## src/rtl/fetch_unit.sv

```systemverilog
`default_nettype none
// ============================================================================
// Module      : fetch_unit
// Description : Requester side of the instruction-memory interface. Holds the
//               fetch PC, keeps at most one request outstanding to a
//               variable-latency memory, parks a returned word while decode
//               is stalled, and throws away in-flight fetches on redirect.
//               Owns the IF/ID pipeline register.
// Ports       : clk, reset            clock / synchronous active-high reset
//               imem_req, imem_addr   one-cycle fetch request and address
//               imem_rvalid, _rdata   response strobe and instruction word
//               stall_d, flush_d      hazard-unit hold / bubble controls
//               redirect, _target     taken branch / jump and its target
//               instr_d, pc_d,
//               pc_plus4_d, valid_d   IF/ID register contents
// Revision    : 1.0  initial release
// ============================================================================
module fetch_unit #(
  parameter logic [31:0] RESET_PC  = 32'h0000_0000,
  parameter logic [31:0] NOP_INSTR = 32'h0000_0013
) (
  input  logic        clk,
  input  logic        reset,
  output logic        imem_req,
  output logic [31:0] imem_addr,
  input  logic        imem_rvalid,
  input  logic [31:0] imem_rdata,
  input  logic        stall_d,
  input  logic        flush_d,
  input  logic        redirect,
  input  logic [31:0] redirect_target,
  output logic [31:0] instr_d,
  output logic [31:0] pc_d,
  output logic [31:0] pc_plus4_d,
  output logic        valid_d
);

  localparam logic [1:0] S_REQ   = 2'd0;
  localparam logic [1:0] S_WAIT  = 2'd1;
  localparam logic [1:0] S_HOLD  = 2'd2;
  localparam logic [1:0] S_DRAIN = 2'd3;

  logic [1:0]  r_state;
  logic [31:0] r_pc_f;
  logic [31:0] r_buf;
  logic [31:0] r_instr_d;
  logic [31:0] r_pc_d;
  logic [31:0] r_pc_plus4_d;
  logic        r_valid_d;

  logic [31:0] w_target;
  logic [31:0] w_pc_plus4;
  logic        w_word_avail;
  logic [31:0] w_word;
  logic        w_deliver;

  // Instructions are word aligned; the low target bits are simply dropped.
  assign w_target   = {redirect_target[31:2], 2'b00};
  assign w_pc_plus4 = r_pc_f + 32'd4;

  // A word is available either straight off the memory bus in WAIT or from
  // the one-entry buffer in HOLD. Responses in REQ/DRAIN are never used.
  assign w_word_avail = ((r_state == S_WAIT) && imem_rvalid) || (r_state == S_HOLD);
  assign w_word       = (r_state == S_HOLD) ? r_buf : imem_rdata;
  assign w_deliver    = w_word_avail && !stall_d && !flush_d && !redirect;

  // The request is suppressed while reset is asserted so a fetch is never
  // launched from a state that is about to be abandoned.
  assign imem_req  = (r_state == S_REQ) && !reset;
  assign imem_addr = r_pc_f;

  assign instr_d    = r_instr_d;
  assign pc_d       = r_pc_d;
  assign pc_plus4_d = r_pc_plus4_d;
  assign valid_d    = r_valid_d;

  // Fetch state machine and PC.
  always_ff @(posedge clk) begin
    if (reset) begin
      r_state <= S_REQ;
      r_pc_f  <= RESET_PC;
      r_buf   <= 32'd0;
    end else begin
      case (r_state)
        S_REQ: begin
          // The request goes out this cycle regardless; if a redirect
          // arrives alongside it, its response is already stale.
          if (redirect) begin
            r_pc_f  <= w_target;
            r_state <= S_DRAIN;
          end else begin
            r_state <= S_WAIT;
          end
        end
        S_WAIT: begin
          if (imem_rvalid) begin
            if (redirect) begin
              r_pc_f  <= w_target;
              r_state <= S_REQ;
            end else if (w_deliver) begin
              r_pc_f  <= w_pc_plus4;
              r_state <= S_REQ;
            end else begin
              r_buf   <= imem_rdata;
              r_state <= S_HOLD;
            end
          end else if (redirect) begin
            r_pc_f  <= w_target;
            r_state <= S_DRAIN;
          end
        end
        S_HOLD: begin
          if (w_deliver) begin
            r_pc_f  <= w_pc_plus4;
            r_state <= S_REQ;
          end else if (redirect) begin
            r_pc_f  <= w_target;
            r_state <= S_REQ;
          end
        end
        S_DRAIN: begin
          if (redirect) begin
            r_pc_f <= w_target;
          end
          if (imem_rvalid) begin
            r_state <= S_REQ;
          end
        end
        default: r_state <= S_REQ;
      endcase
    end
  end

  // IF/ID register: flush beats stall beats deliver; anything else bubbles.
  always_ff @(posedge clk) begin
    if (reset) begin
      r_instr_d    <= NOP_INSTR;
      r_pc_d       <= 32'd0;
      r_pc_plus4_d <= 32'd0;
      r_valid_d    <= 1'b0;
    end else if (flush_d) begin
      r_instr_d <= NOP_INSTR;
      r_valid_d <= 1'b0;
    end else if (stall_d) begin
      r_instr_d <= r_instr_d;
      r_valid_d <= r_valid_d;
    end else if (w_deliver) begin
      r_instr_d    <= w_word;
      r_pc_d       <= r_pc_f;
      r_pc_plus4_d <= w_pc_plus4;
      r_valid_d    <= 1'b1;
    end else begin
      r_instr_d <= NOP_INSTR;
      r_valid_d <= 1'b0;
    end
  end

endmodule
`default_nettype wire

```

## config.mk

```make
export PLATFORM = sky130hd
export DESIGN_NAME = fetch_unit
export DESIGN_NICKNAME = d
export VERILOG_FILES = /design/src/rtl/fetch_unit.sv
export SDC_FILE = /design/constraint.sdc
export NUM_CORES = 1
export LEC_CHECK = 0
export BUFFER_PORTS_ARGS = -buffer_cell sky130_fd_sc_hd__buf_2
export CORE_MARGIN = 2
export CORE_UTILIZATION = 45
export DETAILED_ROUTE_END_ITERATION = 10
export PLACE_DENSITY = 0.7
export SLEW_MARGIN = 20
export SYNTH_ARGS = -nofsm -noshare
export SYNTH_HDL_FRONTEND = slang
export SYNTH_SLANG_ARGS = --single-unit
```

## constraint.sdc

```tcl
create_clock -name clk -period 2.7 [get_ports clk]
set_clock_uncertainty 0.1 [all_clocks]
set_input_delay 0.54 -clock clk [delete_from_list [all_inputs] [get_ports clk]]
set_output_delay 0.54 -clock clk [all_outputs]
set_load 0.05 [all_outputs]
```

==> impl_metrics.tcl <==
set metrics [dict create \
    setup_violations 0 \
    synth_cell_types 62 \
    reg2reg_depth 6 \
    arrival_ns 2.69 \
    worstHoldPathType "in2reg" \
    syn_inst 1127 \
    initial_utilization_pct 45.81 \
    min-delay-start "imem_rdata[12]" \
    critical_path_class "reg2reg" \
    synth_edf_count 0 \
    r2r_slack_ns 0.21 \
    synth-async-reset-ratio_pct 0 \
    cts_root_buffer "clkbuf_16" \
    antenna_found_initial 0 \
    setup_tns_ns 0 \
    final_core_util_pct 56.76 \
    drc 0 \
    synth_ff_type "dfxtp_1" \
    track_usage_pct 26.19 \
    drive_gt1_share_pct 24.70 \
    required_ns 2.90 \
    yosysSeqAreaShare_pct 37.74 \
    vias 8834 \
    clock_sinks 161 \
    dr.pass1.iters 5 \
    cts_tree "done" \
    regToRegEndpoint "imem_addr[31]$_SDFFE_PP0P_" \
    place_congestion 0.9342 \
    layout_commonest_cell "buf_2" \
    wl_um 27230 \
    grt_first_pass_wirelength_um 42040 \
    area_growth_pct 23.89 \
    min_period_ns 2.490 \
    placement_rows 50 \
    maxSlewViolCount 0 \
    wire_per_inst_um 17.57 \
    die_area_um2 20100 \
    initialDrtViolationCount 786 \
    io_buffers 197 \
    grt_pass1_vias 8142 \
    core_region_area_um2 18640 \
    max-clock-path-buffers 2 \
    layout_common_cells "buf_2, nand2_1, dfxtp_1" \
    cts_setup_buffers 0 \
    crit-reg2reg-launch "imem_addr[7]$_SDFFE_PP0P_" \
    irDropWorstVdd_uv 538.8 \
    grt_start_max_net_pins 53 \
    path_clk_slew_ns 0.08 \
    crit_start "imem_addr[7]$_SDFFE_PP0P_" \
    rsz0062_at_grt "no" \
    outcome "finished clean" \
    dieHeight_um 141.8 \
    n_antenna_cell 0 \
    p_leak_nw 4.252 \
    cts_resized 0 \
    crit_fanout 9 \
    numCtsBuffers 17 \
    whs_path_depth 3 \
    viasPerCell 5.699 \
    synth_fp_nets 1204 \
    drtAntennaViolNets 0 \
    hold_ws_ns 0.2523 \
    fmax_ghz 0.4015 \
    htree_levels 4 \
    dp_hpwl_um 19020 \
    slew-limit-headroom_pct 46.72 \
    die_width_um 141.8 \
    io-pin-count 200 \
    hold_viol 0 \
    tightest_slew_ns 0.7992 \
    drv_cap 0 \
    final_cells 1550 \
    syn_area_um2 8541 \
    dp.cells 1518 \
    min_to "r_buf[12]$_SDFFE_PP0P_" \
    power_density_nw_per_um2 822.9 \
    synth_seq_cells 161 \
    insertion_delay_ns 0.43 \
    cp-start-kind "flop" \
    grt.overflow.total 0 \
    avgSynthCellArea_um2 7.578 \
    ys_warn_count 0 \
    layout.nets 1380 \
    n_fill_cell 1751 \
    hold_buffers 0 \
    post-route-period-util_pct 92.24 \
    cp-end-kind "flop" \
]
[cell usage after synthesis (12+ instances only)]
library cell / count / area (µm²)
o21ai_0: 69 / 345.3
a211oi_1: 28 / 210.2
nor3_1: 24 / 120.1
nand3_1: 17 / 85.08
nor2_1: 140 / 525.5
a22oi_1: 13 / 97.59
clkbuf_1: 66 / 247.7
and3_1: 12 / 75.07
inv_1: 14 / 52.55
buf_2: 33 / 165.2
mux2i_1: 48 / 480.5
nand2_1: 176 / 660.6
nand4_1: 17 / 106.4
a21oi_1: 136 / 680.7
xnor2_1: 21 / 183.9
dfxtp_1: 161 / 3223
xor2_1: 14 / 122.6
[sequential cells by signal, summed over array words and instances, names as in the netlist]
register,flops
imem_addr,32
instr_d,32
pc_d,32
r_buf,32
pc_plus4_d,30
r_state,2
valid_d,1
[critical path, cell delays in order (launching register included)]
cell and delay, ns:
dfxtp_1 0.50, nand4_1 0.34, or3_1 0.58, nor4_2 0.43, nor3_1 0.11, o21ai_0 0.17
o21ai_0 0.11
[layer usage]
layer | GRT usage [%] | wire length [µm] | vias up
li1 | - | - | 4296
met1 | 35.41 | 12220 | 4108
met2 | 42.03 | 12390 | 379
met3 | 5.265 | 1904 | 51
met4 | 8.579 | 717 | 0
met5 | 0 | 0 | -
[worst max-delay path by stage]
stage                                       endpoint  slack (ns)
final                     imem_addr[31]$_SDFFE_PP0P_        0.21
after global placement     imem_addr[6]$_SDFFE_PP0P_        0.06
after floorplan           imem_addr[28]$_SDFFE_PP0P_        0.20
after global routing      imem_addr[31]$_SDFFE_PP0P_        0.02
after detailed placement  imem_addr[23]$_SDFFE_PP0P_        0.18
after CTS                 imem_addr[31]$_SDFFE_PP0P_        0.25
[per-stage QoR]
step / worst slack (ns) / area [µm²] / total power (W)
detailed placement: 0.1806 / 9967 / 0.006189
CTS: 0.2471 / 10580 / 0.008687
global placement: 0.05519 / 9963 / 0.006147
floorplan: 0.2012 / 8541 / 0.005127
finish: 0.2095 / 10580 / 0.008707
global route: 0.01841 / 10580 / 0.009087
[kinds of logic after synthesis]
| logic type | count (synthesis) | share of synthesized area (%) |
|---|---|---|
| AOI/OAI and AO/OA | 320 | 22.96 |
| xor gates and xnor gates | 35 | 3.589 |
| adders and majority gates | 7 | 1.025 |
| buffers and inverters | 124 | 6.197 |
| DFF | 161 | 37.74 |
| muxes | 53 | 6.285 |
| and+or+nand+nor | 427 | 22.21 |
[power breakdown]
part	total, W	switching, W	internal, W
registers	0.00282	0.000243	0.00258
logic	0.00339	0.00223	0.00116
clock network	0.00250	0.00117	0.00133
[layout make-up]
class	instances	area, µm²	area share (%)
multi-input combinational	842	4810	45.45
sequential	161	3223	30.46
timing repair buffer	267	1589	15.02
clock buffer	17	425.4	4.020
tap	234	292.8	2.767
clock inverter	15	188.9	1.786
inverter	14	52.55	0.4966
(Power assumes the default switching activity.)
